File: src/rtl/ahbl_sync_sram_slave.sv
// ahbl_sync_sram_slave
// AHB-Lite responder fronting a single-port synchronous SRAM with zero wait states.
// - Reads are issued to the SRAM during the address phase, so read data is ready in the
//   data phase.
// - Writes go straight to the SRAM when the port is free. A write data phase that coincides
//   with a read address phase is parked in a 1-entry write buffer instead.
// - That buffer is forwarded byte-wise into read data, so read-after-write stays coherent.
// Optional feature (macro AHBL_SRAM_ALIGN_CHECK_EN):
// - A misaligned or oversized transfer gets a two-cycle ERROR response.
// - Without the macro there is no error path, and misaligned low address bits are masked off.

module ahbl_sync_sram_slave #(
    parameter int unsigned W_ADDR = 32,
    parameter int unsigned W_DATA = 32,
    parameter int unsigned DEPTH  = 2048,
    localparam int unsigned W_SRAM_ADDR = $clog2(DEPTH),
    localparam int unsigned W_BYTE      = $clog2(W_DATA / 8),
    localparam int unsigned N_BYTE      = W_DATA / 8
) (
    input  logic                   clk,
    input  logic                   rst_n,

    input  logic                   ahbls_hready,
    output logic                   ahbls_hready_resp,
    output logic                   ahbls_hresp,
    input  logic [W_ADDR-1:0]      ahbls_haddr,
    input  logic                   ahbls_hwrite,
    input  logic [1:0]             ahbls_htrans,
    input  logic [2:0]             ahbls_hsize,
    input  logic [2:0]             ahbls_hburst,
    input  logic [3:0]             ahbls_hprot,
    input  logic                   ahbls_hmastlock,
    input  logic [W_DATA-1:0]      ahbls_hwdata,
    output logic [W_DATA-1:0]      ahbls_hrdata,

    output logic [W_SRAM_ADDR-1:0] sram_addr,
    output logic                   sram_ren,
    output logic [N_BYTE-1:0]      sram_wen,
    output logic [W_DATA-1:0]      sram_wdata,
    input  logic [W_DATA-1:0]      sram_rdata
);

    // ------------------------------------------------------------------------
    // Helpers
    // ------------------------------------------------------------------------

    // Byte-lane mask for an access of the given size.
    // Oversized accesses are clamped to the full bus width.
    // Low address bits below the access size are ignored.
    function automatic logic [N_BYTE-1:0] calc_mask(input logic [2:0] size,
                                                    input logic [W_BYTE-1:0] lsb);
        int unsigned sz;
        int unsigned nb;
        int unsigned off;
        logic [N_BYTE-1:0] m;
        sz = 32'(size);
        if (sz > W_BYTE) begin
            sz = W_BYTE;
        end
        nb  = 32'd1 << sz;
        off = 32'(lsb) & ~(nb - 32'd1);
        for (int unsigned k = 0; k < N_BYTE; k++) begin
            m[k] = (k >= off) && (k < off + nb);
        end
        return m;
    endfunction

`ifdef AHBL_SRAM_ALIGN_CHECK_EN
    // True when the address is not a multiple of the access size,
    // or the access is wider than the bus.
    function automatic logic is_misaligned(input logic [2:0] size,
                                           input logic [W_BYTE-1:0] lsb);
        logic too_big;
        logic off_grid;
        too_big  = 32'(size) > W_BYTE;
        off_grid = (32'(lsb) & ((32'd1 << size) - 32'd1)) != 32'd0;
        return too_big || off_grid;
    endfunction
`endif

    // ------------------------------------------------------------------------
    // Address-phase decode
    // ------------------------------------------------------------------------

    logic                   aphase;
    logic                   aph_err;
    logic                   aph_ok;
    logic                   read_aph;
    logic                   write_aph;
    logic [W_SRAM_ADDR-1:0] aph_word;
    logic [N_BYTE-1:0]      aph_mask;

    assign aphase = ahbls_hready && ahbls_htrans[1];

`ifdef AHBL_SRAM_ALIGN_CHECK_EN
    assign aph_err = aphase && is_misaligned(ahbls_hsize, ahbls_haddr[W_BYTE-1:0]);
`else
    assign aph_err = 1'b0;
`endif

    assign aph_ok    = aphase && !aph_err;
    assign read_aph  = aph_ok && !ahbls_hwrite;
    assign write_aph = aph_ok && ahbls_hwrite;

    // Upper address bits are dropped, so the SRAM aliases across the address space.
    assign aph_word = ahbls_haddr[W_BYTE +: W_SRAM_ADDR];
    assign aph_mask = calc_mask(ahbls_hsize, ahbls_haddr[W_BYTE-1:0]);

    // These inputs carry nothing this responder needs.
    logic unused_inputs;
    assign unused_inputs = ^{ahbls_hburst, ahbls_hprot, ahbls_hmastlock, ahbls_htrans[0],
                             ahbls_haddr};

    // ------------------------------------------------------------------------
    // Data-phase and write-buffer state
    // ------------------------------------------------------------------------

    logic                   dph_read;
    logic                   dph_write;
    logic [W_SRAM_ADDR-1:0] dph_addr;
    logic [N_BYTE-1:0]      dph_mask;

    logic                   wbuf_valid;
    logic [W_SRAM_ADDR-1:0] wbuf_addr;
    logic [N_BYTE-1:0]      wbuf_mask;
    logic [W_DATA-1:0]      wbuf_data;

    logic                   wbuf_load;
    logic                   wbuf_flush;

    // A write data phase can only be parked when a read holds the port.
    assign wbuf_load  = read_aph && dph_write;
    assign wbuf_flush = wbuf_valid && !read_aph;

    // Capture the address phase into data-phase state whenever the bus advances.
    always_ff @(posedge clk or negedge rst_n) begin
        if (!rst_n) begin
            dph_read  <= 1'b0;
            dph_write <= 1'b0;
            dph_addr  <= '0;
            dph_mask  <= '0;
        end else if (ahbls_hready) begin
            dph_read  <= read_aph;
            dph_write <= write_aph;
            if (aph_ok) begin
                dph_addr <= aph_word;
                dph_mask <= aph_mask;
            end
        end
    end

    // Write buffer: fill from a write data phase that lost the port to a read.
    // Drain on the first cycle without a read address phase.
    always_ff @(posedge clk or negedge rst_n) begin
        if (!rst_n) begin
            wbuf_valid <= 1'b0;
            wbuf_addr  <= '0;
            wbuf_mask  <= '0;
            wbuf_data  <= '0;
        end else if (wbuf_load) begin
            wbuf_valid <= 1'b1;
            wbuf_addr  <= dph_addr;
            wbuf_mask  <= dph_mask;
            wbuf_data  <= ahbls_hwdata;
        end else if (wbuf_flush) begin
            wbuf_valid <= 1'b0;
        end
    end

    // ------------------------------------------------------------------------
    // SRAM port arbitration
    // ------------------------------------------------------------------------

    // Port priority: read address phase, then buffer drain, then direct write.
    always_comb begin
        sram_ren   = 1'b0;
        sram_wen   = '0;
        sram_addr  = aph_word;
        sram_wdata = wbuf_data;
        if (read_aph) begin
            sram_ren = 1'b1;
        end else if (wbuf_valid) begin
            sram_wen   = wbuf_mask;
            sram_addr  = wbuf_addr;
            sram_wdata = wbuf_data;
        end else if (dph_write) begin
            sram_wen   = dph_mask;
            sram_addr  = dph_addr;
            sram_wdata = ahbls_hwdata;
        end
    end

    // ------------------------------------------------------------------------
    // Read data with write-buffer forwarding
    // ------------------------------------------------------------------------

    logic fwd_hit;
    assign fwd_hit = wbuf_valid && (wbuf_addr == dph_addr);

    // Merge buffered bytes over SRAM data; drive zero outside read data phases.
    always_comb begin
        ahbls_hrdata = '0;
        if (dph_read) begin
            for (int unsigned k = 0; k < N_BYTE; k++) begin
                if (fwd_hit && wbuf_mask[k]) begin
                    ahbls_hrdata[8*k +: 8] = wbuf_data[8*k +: 8];
                end else begin
                    ahbls_hrdata[8*k +: 8] = sram_rdata[8*k +: 8];
                end
            end
        end
    end

    // ------------------------------------------------------------------------
    // Response generation
    // ------------------------------------------------------------------------

`ifdef AHBL_SRAM_ALIGN_CHECK_EN
    typedef enum logic [1:0] {StIdle, StErr1, StErr2} err_state_e;

    err_state_e err_state;
    logic       hready_resp_q;
    logic       hresp_q;

    // Two-cycle ERROR sequence with registered responses.
    // ERR2 may take a new address phase like IDLE does.
    always_ff @(posedge clk or negedge rst_n) begin
        if (!rst_n) begin
            err_state     <= StIdle;
            hready_resp_q <= 1'b1;
            hresp_q       <= 1'b0;
        end else begin
            case (err_state)
                StIdle, StErr2: begin
                    if (aph_err) begin
                        err_state     <= StErr1;
                        hready_resp_q <= 1'b0;
                        hresp_q       <= 1'b1;
                    end else begin
                        err_state     <= StIdle;
                        hready_resp_q <= 1'b1;
                        hresp_q       <= 1'b0;
                    end
                end
                StErr1: begin
                    err_state     <= StErr2;
                    hready_resp_q <= 1'b1;
                    hresp_q       <= 1'b1;
                end
                default: begin
                    err_state     <= StIdle;
                    hready_resp_q <= 1'b1;
                    hresp_q       <= 1'b0;
                end
            endcase
        end
    end

    assign ahbls_hready_resp = hready_resp_q;
    assign ahbls_hresp       = hresp_q;
`else
    assign ahbls_hready_resp = 1'b1;
    assign ahbls_hresp       = 1'b0;
`endif

    // ------------------------------------------------------------------------
    // Checks
    // ------------------------------------------------------------------------

`ifndef SYNTHESIS
    // A write address phase always leaves the port free to drain the buffer.
    // So the buffer is empty whenever a write data phase begins.
    wbuf_empty_at_write_dphase: assert property (
        @(posedge clk) disable iff (!rst_n) dph_write |-> !wbuf_valid
    );
`endif

endmodule
File: config.mk
export PLATFORM = sky130hd
export DESIGN_NAME = ahbl_sync_sram_slave
export DESIGN_NICKNAME = d
export VERILOG_FILES = /design/src/rtl/ahbl_sync_sram_slave.sv
export SDC_FILE = /design/constraint.sdc
export NUM_CORES = 1
export LEC_CHECK = 0
export CORE_UTILIZATION = 42
export DETAILED_ROUTE_END_ITERATION = 10
export PLACE_DENSITY = 0.89
export SYNTH_ARGS = -nofsm -noshare
export SYNTH_HDL_FRONTEND = slang
export SYNTH_SLANG_ARGS = --single-unit
File: constraint.sdc
create_clock -name clk -period 2.68 [get_ports clk]
set_clock_uncertainty 0.15 [all_clocks]
set_input_delay 0.268 -clock clk [delete_from_list [all_inputs] [get_ports clk]]
set_output_delay 0.268 -clock clk [all_outputs]
set_load 0.02 [all_outputs]
Word level (Yosys, flattened, before mapping)
Cells that the tools add are included.

$add $sub $neg: 2. Order comparisons: 9. Eq/ne operators: 1. Shift-type cells: 1. Multiplexer cells: 18. Bitwise operators: 2. Reductions and logical operators: 18.

Operators by type and width (count): two-way mux 32 bit (4); greater-or-equal comparator 1 x 32 -> 1 bit (first input constant) (2); greater-or-equal comparator 2 x 32 -> 1 bit (first input constant) (2); less-than comparator 1 x 32 -> 1 bit (first input constant) (2); less-than comparator 2 x 32 -> 1 bit (first input constant) (2); two-way mux 11 bit (3); adder 32 bit (1); bitwise AND 2 x 32 -> 32 bit (1); two-way mux 8 bit (4); NOT 32 bit (1); << shifter 1 x 3 -> 32 bit (first input constant) (1); subtractor 32 x 1 -> 32 bit (second input constant) (1); logical AND 1 bit (14); two-way mux 4 bit (3); equality test 11 bit (1); greater-than comparator 3 x 2 -> 1 bit (second input constant) (1); two-way mux 1 bit (3); two-way mux 3 bit (1); zero test 1 bit (2); AND reduction 2 bit (1); nonzero test 2 bit (1).

Flip-flop bits (word level): 65. Bits of input ports: 113. Output and inout port bits: 82. Logic and storage cells: 59.

Depth between registers and ports, before layout
Gate-level depths: netlist (run 1).

Depth in word-level cells: 9. Gate-level depth with buffers: 9. Gate-level depth less buffers: 7.

Worst setup path before layout (run 1)
No wires, ideal clock.

Path kind: register to output. From: register dph_addr[2]. To: output port ahbls_hrdata[10]. Data arrival time: 1.819 ns. Required time: 2.262 ns. Slack: 0.443 ns. Stages on the path, launching flop included: 7. Buffers on the path: 1. Cell sequence: dfrtp_1 xor2_1 nor4_1 and4_1 buf_6 nand3_4 mux2i_1.

Longest elaborated chain between the ends: 5.

RTL lines: start: declaration (line 120) `logic [W_SRAM_ADDR-1:0] dph_addr;`; start signal: assignment (line 146) `dph_addr <= aph_word;`; equality test 11 bit (line 198) `assign fwd_hit = wbuf_valid && (wbuf_addr == dph_addr);`; logical AND 1 bit (line 198); logical AND 1 bit (line 205) `if (fwd_hit && wbuf_mask[k]) begin`; two-way mux 8 bit (line 205); two-way mux 32 bit (line 203) `if (dph_read) begin`; end: declaration (line 34) `output logic [W_DATA-1:0] ahbls_hrdata,`.

No other way between the ends.

Worst setup path after layout (run 1)
From: register dph_addr[2]. To: output port ahbls_hrdata[15].

The elaborated chain is that of the path after synthesis.

==> PnR_summary.wiki, run 1 <==
{| class="wikitable"
! Metric !! Value
|-
| Maximum operating frequency || 351 MHz
|-
| Crit path buf inv count || 4
|-
| WL/cell || 16.5 um
|-
| Worst path required time || between 2000 and 2500 ps
|-
| H-tree level count || 3
|-
| Worst relative slew slack || 49.6%
|-
| Flip-flop and latch count after synthesis || 65
|-
| Number of nets in the layout || around 700
|-
| PnR worst setup slack || -170 ps
|-
| Top_reg_cell synth || sky130_fd_sc_hd__dfrtp_1
|-
| Pin count of the biggest net entering global routing || 50
|-
| Pre-CTS setup slack || -265 ps
|-
| FILL cells || roughly 740
|-
| Most numerous cell in the Yosys netlist || sky130_fd_sc_hd__mux2_2
|-
| Worst min path class || reg -> reg
|-
| Total of endpoints with negative setup slack in the final report || 28
|-
| Number of distinct standard cells referenced by the synthesized netlist || 39
|-
| Max Transition Viols Final || 0
|-
| CTS tree || yes
|-
| Actual transition at the worst max-transition pin || approximately 760 ps
|-
| Fraction of final layout cells with drive strength greater than 1 || between 30% and 40%
|-
| Later-pin clock latency in the skew report || 330 ps
|-
| Top cell types by occurrence after synthesis || 83 x sky130_fd_sc_hd__mux2_2, 65 x sky130_fd_sc_hd__dfrtp_1, 55 x sky130_fd_sc_hd__nand2_1
|-
| Synth area leaders || sky130_fd_sc_hd__dfrtp_1 40%, sky130_fd_sc_hd__mux2_2 23%, sky130_fd_sc_hd__mux2i_1 5.9%
|-
| Critical Path Fanout Max || 8
|-
| Width of the chip || around 100 um
|-
| Share of the synthesized area in the top cell type || between 40% and 50%
|-
| Portion of the post-synthesis area used by sequential elements || 40.1%
|-
| Delay of the slowest cell on the worst path || between 300 and 400 ps
|-
| Setup repair after global routing missed its margin || yes
|-
| Area of the core || between 0.009 and 0.01 mm2
|-
| Gate count of the mapped netlist || between 300 and 400
|-
| Row Count || 35
|-
| Clock Sinks || 65
|-
| Maxcap violations || 0
|-
| Library cell occupying the most area in the post-synthesis netlist || sky130_fd_sc_hd__dfrtp_1
|-
| Tcrit/Tclk final || 106%
|-
| Routability Congestion || 0.826
|-
| Number of warnings issued by yosys || 0
|-
| DIE AREA || about 0.01 mm2
|-
| Die Span Y || approximately 100 um
|-
| DRC violations left || 0
|-
| Total congestion overflow after global routing || 0
|-
| Async SR Flop Fraction || 100%
|-
| Highest-delay cell along the critical path || sky130_fd_sc_hd__dfrtp_1
|-
| Final wirelength || 11800 um
|-
| Final worst path period need || approximately 2800 ps
|-
| Diode count || 0
|-
| 1st-pass router iterations || 6
|-
| Cts bufs inserted || 9
|-
| Outcome || finished, violations left
|-
| Final core utilization || between 60% and 70%
|-
| Clock slew at reported path FFs || about 70 ps
|-
| First-pass GRT wire length || between 15000 and 20000 um
|-
| Number of buffers on the longest clock path || 2
|-
| Clock root cell || sky130_fd_sc_hd__clkbuf_8
|-
| Synthesis-to-layout area growth || 53.9%
|-
| Violation count after the first detailed-routing iteration || about 150
|-
| Violations in the final reports || setup timing
|-
| Post-synth EDFFs || 0
|-
| Pwr Density || around 590 mW/mm2
|-
| Number of failing hold endpoints at the final stage || 0
|-
| Total routing resource utilization after global routing || a little under a quarter
|-
| Critical Path End Type || output pin
|-
| Number of top-level pins || between 150 and 200
|-
| Vias per cell || between 5 and 6
|-
| Number of antenna-violating nets in the routed design || 0
|-
| Mapped Area || 0.00406 mm2
|-
| Number of global-route vias before repair || approximately 4000
|-
| Post-DP HPWL || roughly 8700 um
|-
| Antenna violations before repair || 0
|-
| Worst ir drop on vdd || 0.000345 V
|-
| Total leakage power || between 2 and 3 nW
|-
| Crit path DAT || 2430 ps
|-
| Count of buffers inserted at the top-level ports || 164
|-
| CP delay by family, top || simple AND/OR/NAND/NOR gates
|-
| Effective utilization at floorplan || a little over two fifths
|-
| Critical path class || reg -> out
|-
| CP Cell Sequence || xor2_1 -> nor4_2 -> buf_4 -> and4_1 -> buf_6 -> nand3_4 -> buf_6 -> mux2i_1 -> buf_4
|-
| Net count of the mapped netlist || ~510
|-
| Element type at the critical path start || register
|-
| Mean instance size in the synthesized netlist || 10.4 um2
|-
| Total via count after detailed routing || between 3000 and 4000
|}
sequential cells by signal, indices dropped and copies added, names as in the netlist:
| register | count |
|---|---|
| dph_write | 1 |
| wbuf_addr | 11 |
| dph_addr | 11 |
| wbuf_mask | 4 |
| dph_read | 1 |
| wbuf_valid | 1 |
| dph_mask | 4 |
| wbuf_data | 32 |
kinds of logic (layout without fill, tap and decap cells):
family | Yosys count | after routing | synth area share, %
compound gates | 73 | 73 | 10.5
buf+inv | 36 | 234 | 4.81
flops | 65 | 65 | 40.1
mux | 113 | 113 | 31.2
other cells | 2 | 2 | 0.185
xor+xnor | 8 | 8 | 1.73
fa+ha+maj | 1 | 1 | 0.308
simple gates | 94 | 94 | 11.2
cells in the final DEF, fill, tap and decap left out, types with 8 or more instances in the layout:
master and count:
sky130_fd_sc_hd__mux2_2 83, sky130_fd_sc_hd__o22ai_1 20, sky130_fd_sc_hd__nand4_1 9, sky130_fd_sc_hd__nand2_1 55
sky130_fd_sc_hd__o21ai_0 14, sky130_fd_sc_hd__mux2i_1 22, sky130_fd_sc_hd__dfrtp_1 65, sky130_fd_sc_hd__clkdlybuf4s50_1 88
sky130_fd_sc_hd__a21oi_1 21, sky130_fd_sc_hd__clkbuf_8 11, sky130_fd_sc_hd__dlygate4sd2_1 41, sky130_fd_sc_hd__nor2_1 9
sky130_fd_sc_hd__buf_12 8, sky130_fd_sc_hd__inv_1 8, sky130_fd_sc_hd__buf_4 62
stage by stage:
stage	hold slack [ps]	cells	cell area (um2)	power [mW]	TNS [ps]
finish	354	719	6240	3.66	-1960
detailed placement	231	693	6060	3.04	-10550
floorplan	-178	392	4060	2.27	0
global route	397	719	6240	3.86	-6140
global placement	219	693	6060	2.98	-7720
CTS	361	716	6150	3.66	-1630
power by group:
part	switching (mW)	internal [mW]	leakage [nW]
Combinational	0.697	0.795	2.02
Clock	0.343	0.378	0.0826
Sequential	0.213	1.23	0.793
per-layer routing:
| layer | vias to the layer above | GRT usage [%] | share of wire (%) |
|---|---|---|---|
| li1 | 1802 | - | - |
| met1 | 1810 | 26.8 | 39 |
| met2 | 166 | 44.3 | 53 |
| met3 | 19 | 4.94 | 6.6 |
| met4 | 0 | 9.59 | 1.4 |
| met5 | - | 0 | 0 |
area by class of cell:
type                            count  area (um2)  area share, %
Multi-Input combinational cell    291        2280           36.5
Timing Repair Buffer              210        1970           31.5
Sequential cell                    65        1630           26.0
Clock buffer                       14         163           2.60
Tap cell                          129         161           2.58
Inverter                           10        42.5          0.681
worst register-to-register path, delay by kind of cell, from the launching register on:
family        cells  cell delay (ps)
buf+inv           1              190
simple gates      1              170
mux               1              370
flops             1              450
what timing repair did:
action | in CTS | in global routing
hold buffers | 1 | 0
endpoints found under the hold margin | 32 | 0
resized for setup | 192 | 35
setup buffers | 8 | 4
pin swaps | 8 | 3
setup endpoints to repair | 75 | 35
worst paths after layout:
kind / startpoint / to / slack (ps) / cells after the start
worst max-delay path: dph_addr[2]$_DFFE_PN0P_ / ahbls_hrdata[15] / -170 / 9
worst min-delay path: dph_mask[3]$_DFFE_PN0P_ / dph_mask[3]$_DFFE_PN0P_ / 350 / 2
worst max register to register: dph_write$_DFFE_PN0P_ / wbuf_addr[10]$_DFFE_PN0P_ / 1240 / 3
worst min register to register: dph_mask[3]$_DFFE_PN0P_ / dph_mask[3]$_DFFE_PN0P_ / 350 / 2
max in group asynchronous: rst_n / wbuf_addr[0]$_DFFE_PN0P_ / 1340 / 3
min in group asynchronous: rst_n / wbuf_mask[0]$_DFFE_PN0P_ / 390 / 2
No activity file was read; power rests on OpenSTA's default activity.
==> run 2: changes to the inputs <==
--- a/config.mk
+++ b/config.mk
@@ -5,9 +5,10 @@
 export SDC_FILE = /design/constraint.sdc
 export NUM_CORES = 1
 export LEC_CHECK = 0
-export CORE_UTILIZATION = 42
+export CORE_UTILIZATION = 64
 export DETAILED_ROUTE_END_ITERATION = 10
-export PLACE_DENSITY = 0.89
+export DONT_BUFFER_PORTS = 1
+export PLACE_DENSITY = 0.87
 export SYNTH_ARGS = -nofsm -noshare
 export SYNTH_HDL_FRONTEND = slang
 export SYNTH_SLANG_ARGS = --single-unit
==> constraint.sdc (replaced) <==
create_clock -name clk -period 2.68 [get_ports clk]
set_clock_uncertainty 0.15 [all_clocks]
set_input_delay 0.268 -clock clk [delete_from_list [all_inputs] [get_ports clk]]
set_output_delay 0.268 -clock clk [all_outputs]
set_load 0.01 [all_outputs]
==> run 2 against run 1 <==
The run still ends with setup timing left. Setup slack better by 170 ps. Count of clock-buffer cells in the layout is 2 lower. Clock power is 24% higher. Largest power group is now sequential cells. Highest routed layer unchanged.
==> PnR_summary.wiki, run 2 (same netlist as run 1, synthesis figures left out) <==
{| class="wikitable"
! Metric !! Value
|-
| Final cell count without fillers || 518 (-28%)
|-
| Final wirelength || 11900 um (+0.30%)
|-
| Later-pin clock latency in the skew report || 340 ps (about the same)
|-
| Final worst path period need || 2680 ps (-168 ps)
|-
| Number of nets in the layout || 552 (-21%)
|-
| Violations in the final reports || setup timing
|-
| 1st-pass router iterations || 5 (-1)
|-
| Critical Path Fanout Max || 8 (unchanged)
|-
| Number of top-level pins || 195 (unchanged)
|-
| Pwr Density || 666 mW/mm2 (+14%)
|-
| Width of the chip || 81.6 um (-19%)
|-
| Number of failing hold endpoints at the final stage || 0 (unchanged)
|-
| H-tree level count || 3 (unchanged)
|-
| Row Count || 28 (-20%)
|-
| Pin count of the biggest net entering global routing || 66 (+32%)
|-
| Storage cell area || 0.00163 mm2 (unchanged)
|-
| Registers with the highest flip-flop counts || wbuf_data: 32 flops, dph_addr: 11 flops, wbuf_addr: 11 flops
|-
| Highest-delay cell along the critical path || sky130_fd_sc_hd__dfrtp_1
|-
| WL/cell || 22.9 um (+39%)
|-
| Total congestion overflow after global routing || 0 (unchanged)
|-
| Area of the core || 0.00603 mm2 (-35%)
|-
| Crit path DAT || 2260 ps (-170 ps)
|-
| Delay of the slowest cell on the worst path || 410 ps (+20 ps)
|-
| Most common cell after layout, fill and taps aside || sky130_fd_sc_hd__mux2_2
|-
| Total via count after detailed routing || 3496 (-7.9%)
|-
| Maximum operating frequency || 373 MHz (+6.3%)
|-
| PnR worst setup slack || -2.23 ps (+168 ps)
|-
| Worst path required time || 2260 ps (about the same)
|-
| R2R setup slack || 970 ps (-270 ps)
|-
| Effective utilization at floorplan || 67.4% (+24 points)
|-
| Routability Congestion || 0.765 (-7.4%)
|-
| Diode count || 0 (unchanged)
|-
| DRC violations left || 0 (unchanged)
|-
| Clock root cell || sky130_fd_sc_hd__clkbuf_8
|-
| Number of cells on the worst hold path || 2 (unchanged)
|-
| Total leakage power || 2.08 nW (-28%)
|-
| Path depth of the worst reg2reg path || 3 (unchanged)
|-
| FILL cells || 278 (-62%)
|-
| Worst ir drop on vdd || 0.000627 V (+82%)
|-
| Number of global-route vias before repair || 3176 (-21%)
|-
| Number of antenna-violating nets in the routed design || 0 (unchanged)
|-
| CTS tree || yes
|-
| Violation count after the first detailed-routing iteration || 181 (+18%)
|-
| Number of buffers on the longest clock path || 2 (unchanged)
|-
| Commonest cells after routing, fill and taps aside || 83 x sky130_fd_sc_hd__mux2_2, 65 x sky130_fd_sc_hd__dfrtp_1, 55 x sky130_fd_sc_hd__nand2_1
|-
| Vias per cell || 6.75 (+28%)
|-
| Critical path class || reg -> out
|-
| Register with the most flip-flops || wbuf_data
|-
| Count of buffers inserted at the top-level ports || 0 (-100%)
|-
| Critical Path End Type || output pin
|-
| Area used by multi-input combinational logic || 0.00252 mm2 (+11%)
|-
| Maxcap violations || 0 (unchanged)
|-
| Max FFs per register || 32 (unchanged)
|-
| First-pass GRT wire length || 15300 um (-19%)
|-
| Post-DP HPWL || 6530 um (-25%)
|-
| Element type at the critical path start || register
|-
| Clock slew at reported path FFs || 70 ps (about the same)
|-
| Fraction of final layout cells with drive strength greater than 1 || 36.8% (+3.4 points)
|-
| Power Total || 3.42 mW (-6.4%)
|-
| DIE AREA || 0.00666 mm2 (-34%)
|-
| Synthesis-to-layout area growth || 26.6%
|-
| Clock Sinks || 65 (unchanged)
|-
| Total routing resource utilization after global routing || 31.3% (+7.4 points)
|-
| CP delay by family, top || simple AND/OR/NAND/NOR gates
|-
| Post-placement cell count || 449 (-35%)
|-
| Total of endpoints with negative setup slack in the final report || 2 (-93%)
|-
| Worst min path class || in -> reg
|-
| Antenna violations before repair || 0 (unchanged)
|-
| CP Cell Sequence || xor2_1 -> nor4_4 -> and4_4 -> nand3_4 -> buf_12 -> mux2i_2
|-
| Crit path buf inv count || 1 (-3)
|-
| Tcrit/Tclk final || 100% (-6.3 points)
|-
| Max Transition Viols Final || 0 (unchanged)
|-
| Die Span Y || 81.6 um (-19%)
|-
| Setup TNS || -2.95 ps (+1950 ps)
|-
| WP depth || 6 (-3)
|-
| Cts bufs inserted || 9 (unchanged)
|-
| Outcome || finished, violations left
|}
run 2: cell type report:
class | instances | share of cell area, %
clock buffers | 12 | 3.21
clock inverters | 4 | 0.974
inverters | 10 | 0.828
multi-input cells | 291 | 49.1
flip-flops and latches | 65 | 31.7
well taps | 75 | 1.83
repair buffers | 61 | 12.4
run 2: repair_timing:
action,4_1_cts,5_1_grt
hold endpoints to repair,110,0
resized for setup,11,43
pin swaps,1,3
setup buffers,1,4
setup endpoints to repair,31,31
hold buffers,48,0
run 2: path summary, 6_finish.rpt:
| check | start | endpoint |
|---|---|---|
| worst min-delay path | ahbls_haddr[0] | dph_mask[2]$_DFFE_PN0P_ |
| worst max-delay path | dph_addr[2]$_DFFE_PN0P_ | ahbls_hrdata[13] |
| worst min register to register | dph_mask[3]$_DFFE_PN0P_ | dph_mask[3]$_DFFE_PN0P_ |
| max in group asynchronous | rst_n | wbuf_addr[0]$_DFFE_PN0P_ |
| worst max register to register | dph_read$_DFFE_PN0P_ | dph_read$_DFFE_PN0P_ |
| min in group asynchronous | rst_n | wbuf_data[6]$_DFFE_PN0P_ |
run 2: worst reg2reg max path, stage by stage (launching register included):
cell and delay [ps]:
sky130_fd_sc_hd__dfrtp_1 320, sky130_fd_sc_hd__buf_4 390, sky130_fd_sc_hd__clkinv_1 480, sky130_fd_sc_hd__o21ai_0 280
run 2: stage by stage:
step	setup slack [ps]	util [%]	area, um2	hold slack, ps
2_1_floorplan	584	-	4060	-178
3_3_place_gp	133	67.5	4070	-176
3_5_place_dp	112	67.5	4070	-176
4_1_cts	28.2	80.1	4830	23.1
5_1_grt	-78.9	85.3	5140	30.2
6_report	-2.23	85.3	5140	41.1
run 2: routing by layer:
metal  up-vias  global-route usage [%]  routed length (um)
met3        42                    7.22                 857
met1      1720                    35.7                4350
li1       1512                       -                   -
met4         0                    14.6                 522
met2       222                    55.4                6150
met5         -                       0                   0
run 2: where the power goes:
| part | internal (mW) | switching (mW) |
|---|---|---|
| Sequential | 1.23 | 0.262 |
| Clock | 0.504 | 0.387 |
| Combinational | 0.504 | 0.535 |
| Total | 2.24 | 1.18 |
==> run 3: changes to the inputs <==
==> constraint.sdc (replaced) <==
create_clock -name clk -period 2.8 [get_ports clk]
set_clock_uncertainty 0.15 [all_clocks]
set_input_delay 0.28 -clock clk [delete_from_list [all_inputs] [get_ports clk]]
set_output_delay 0.28 -clock clk [all_outputs]
set_load 0.01 [all_outputs]
==> run 3 against run 2 <==
The run now ends clean. Final cell count decreased by 0.77%. Final area decreased by 5.5%. Sequential power decreased by 5%. Critical endpoint is now ahbls_hrdata[28]. Register-to-register slack improved by 170 ps. Via count decreased by 3.8%. Combinational power decreased by 14%. Sequential cell count unchanged. Power decreased by 6.8%. Routed wire length decreased by 8.4%. Critical path type unchanged. Setup slack improved by 120 ps. Worst hold slack improved by 18 ps. Global-route usage increased by 0.75 points.
==> PnR_summary.wiki, run 3 (same netlist as run 1, synthesis figures left out) <==
{| class="wikitable"
! Metric !! Value
|-
| Pin count of the biggest net entering global routing || 66 (unchanged)
|-
| Routability Congestion || 0.778 (+1.7%)
|-
| Worst r2r dst || wbuf_data[10]$_DFFE_PN0P_
|-
| Post-DP HPWL || 6510 um (-0.21%)
|-
| FILL cells || 346 (+24%)
|-
| Worst R2R Start || dph_write$_DFFE_PN0P_
|-
| Maxcap violations || 0 (unchanged)
|-
| Total of endpoints with negative setup slack in the final report || 0 (-2)
|-
| Effective utilization at floorplan || 67.4% (unchanged)
|-
| First-pass GRT wire length || 15600 um (+2.2%)
|-
| H-tree level count || 3 (unchanged)
|-
| R2R setup slack || 1140 ps (+170 ps)
|-
| Worst min path class || in -> reg
|-
| Crit path DAT || 2260 ps (about the same)
|-
| Total congestion overflow after global routing || 0 (unchanged)
|-
| Internal portion of total power || 2.17 mW (-3.2%)
|-
| Number of antenna-violating nets in the routed design || 0 (unchanged)
|-
| Clock root cell || sky130_fd_sc_hd__clkbuf_8
|-
| Count of buffers inserted at the top-level ports || 0 (unchanged)
|-
| Final core utilization || 80.6% (-4.7 points)
|-
| Violation count after the first detailed-routing iteration || 149 (-18%)
|-
| Number of top-level pins || 195 (unchanged)
|-
| Later-pin clock latency in the skew report || 340 ps (about the same)
|-
| CTS tree || yes
|-
| Number of cells on the worst hold path || 3 (+1)
|-
| Worst path required time || 2370 ps (+110 ps)
|-
| Fraction of final layout cells with drive strength greater than 1 || 30.5% (-6.3 points)
|-
| Critical path launch point || dph_addr[2]$_DFFE_PN0P_
|-
| Post-CTS setup repair buffer count || 0 (-1)
|-
| Critical path class || reg -> out
|-
| Relative contribution of combinational cells to total power || 28.1% (-2.3 points)
|-
| Antenna violations before repair || 0 (unchanged)
|-
| Worst ir drop on vdd || 0.000394 V (-37%)
|-
| Registers with the highest flip-flop counts || wbuf_data: 32 flops, dph_addr: 11 flops, wbuf_addr: 11 flops
|-
| Critical Path End || ahbls_hrdata[28]
|-
| Total leakage power || 2.12 nW (+2.0%)
|-
| Post-placement cell count || 450 (+0.22%)
|-
| DRC violations left || 0 (unchanged)
|-
| Final worst path period need || 2690 ps
|-
| Number of nets in the layout || 548 (-0.72%)
|-
| Cts bufs inserted || 9 (unchanged)
|-
| Element type at the critical path start || register
|-
| Total via count after detailed routing || 3362 (-3.8%)
|-
| Number of global-route vias before repair || 3164 (-0.38%)
|-
| Outcome || complete, no violations
|-
| Setup TNS || 0 ps (+2.95 ps)
|-
| Final cell count without fillers || 514 (-0.77%)
|-
| Final wirelength || 10900 um (-8.4%)
|-
| DIE AREA || 0.00666 mm2 (unchanged)
|-
| WL/cell || 21.2 um (-7.7%)
|-
| Max Transition Viols Final || 0 (unchanged)
|-
| Commonest cells after routing, fill and taps aside || 83 x sky130_fd_sc_hd__mux2_2, 65 x sky130_fd_sc_hd__dfrtp_1, 55 x sky130_fd_sc_hd__nand2_1
|-
| Path depth of the worst reg2reg path || 4 (+1)
|-
| PnR worst setup slack || 114 ps (+116 ps)
|-
| Clock Sinks || 65 (unchanged)
|-
| Most common cell after layout, fill and taps aside || sky130_fd_sc_hd__mux2_2
|-
| Tcrit/Tclk final || between 90% and 100%
|-
| Number of failing hold endpoints at the final stage || 0 (unchanged)
|-
| Pwr Density || 657 mW/mm2 (-1.4%)
|-
| Critical Path End Type || output pin
|-
| Register with the most flip-flops || wbuf_data
|-
| Max FFs per register || 32 (unchanged)
|-
| Vias per cell || 6.54 (-3.1%)
|-
| Maximum operating frequency || roughly 370 MHz
|-
| Area used by multi-input combinational logic || 0.00229 mm2 (-9.3%)
|-
| Critical Path Fanout Max || 7 (-1)
|-
| 1st-pass router iterations || 5 (unchanged)
|-
| Clock slew at reported path FFs || 70 ps (about the same)
|-
| Number of buffers on the longest clock path || 2 (unchanged)
|-
| Diode count || 0 (unchanged)
|-
| Setup repair after global routing missed its margin || no
|-
| Sequential power share || 44.2% (+0.6 points)
|-
| Pre-CTS setup slack || 207 ps (+95.8 ps)
|-
| Area of the core || 0.00603 mm2 (unchanged)
|-
| Fraction of power consumed by the clock network || 27.8% (+1.8 points)
|-
| Width of the chip || 81.6 um (unchanged)
|-
| Switching share of total power || 32.1% (-2.5 points)
|-
| Storage cell area || 0.00163 mm2 (unchanged)
|-
| Die Span Y || 81.6 um (unchanged)
|-
| Total routing resource utilization after global routing || 32.1% (+0.75 points)
|-
| Switching power || 1.02 mW (-13%)
|-
| Row Count || 28 (unchanged)
|-
| Synthesis-to-layout area growth || 19.7%
|}
-- run 3: worst max-delay path: stages, from the launching register on --
cell and delay, ps:
sky130_fd_sc_hd__dfrtp_1 430, sky130_fd_sc_hd__xor2_1 190, sky130_fd_sc_hd__nor4_2 360, sky130_fd_sc_hd__and4_4 350, sky130_fd_sc_hd__buf_4 170, sky130_fd_sc_hd__nand4_1 100
sky130_fd_sc_hd__a21oi_1 320
-- run 3: final cells by class --
class	instances	area share (%)
inverter	10	0.876
multi-input combinational	291	47.1
timing repair buffer	57	11.9
sequential	65	33.5
clock inverter	1	0.618
clock buffer	15	4.04
tap	75	1.93
-- run 3: power groups by stage --
| stage | Sequential, mW | Combinational, mW | Clock, mW |
|---|---|---|---|
| after floorplan | 1.34 | 0.693 | 0 |
| after global placement | 1.39 | 0.764 | 0 |
| after detailed placement | 1.41 | 0.789 | 0 |
| after CTS | 1.40 | 0.878 | 0.893 |
| after global routing | 1.44 | 0.960 | 0.943 |
| final | 1.41 | 0.895 | 0.886 |
-- run 3: worst min-delay path by stage --
| stage | from | to | slack (ps) |
|---|---|---|---|
| 2_1_floorplan | rst_n | dph_addr[0]$_DFFE_PN0P_ | -170 |
| 3_3_place_gp | rst_n | wbuf_data[0]$_DFFE_PN0P_ | -160 |
| 3_5_place_dp | rst_n | wbuf_data[0]$_DFFE_PN0P_ | -160 |
| 4_1_cts | ahbls_haddr[0] | dph_mask[2]$_DFFE_PN0P_ | 30 |
| 5_1_grt | ahbls_haddr[0] | dph_mask[2]$_DFFE_PN0P_ | 70 |
| 6_report | ahbls_haddr[1] | dph_mask[0]$_DFFE_PN0P_ | 60 |
-- run 3: what timing repair did --
| item | in CTS | in global routing |
|---|---|---|
| endpoints found under the setup margin | 27 | 12 |
| pin swaps | 0 | 0 |
| gates resized for setup | 9 | 4 |
| hold buffers | 48 | 0 |
| cloned | 0 | 0 |
| endpoints found under the hold margin | 110 | 0 |
-- run 3: metal layers --
| metal | GRT usage, % | vias to the layer above | part of all wire [%] |
|---|---|---|---|
| li1 | - | 1500 | - |
| met2 | 57.1 | 210 | 52 |
| met3 | 6.00 | 27 | 8.4 |
| met5 | 0 | - | 0 |
| met4 | 14.4 | 0 | 2.1 |
| met1 | 37.4 | 1625 | 37 |
-- run 3: through the flow --
step	total power [mW]	instance area (um2)	hold slack, ps
5_1_grt	3.34	4860	65.7
2_1_floorplan	2.03	4060	-166
3_3_place_gp	2.15	4090	-164
4_1_cts	3.17	4850	34.7
3_5_place_dp	2.20	4090	-164
6_report	3.19	4860	58.8
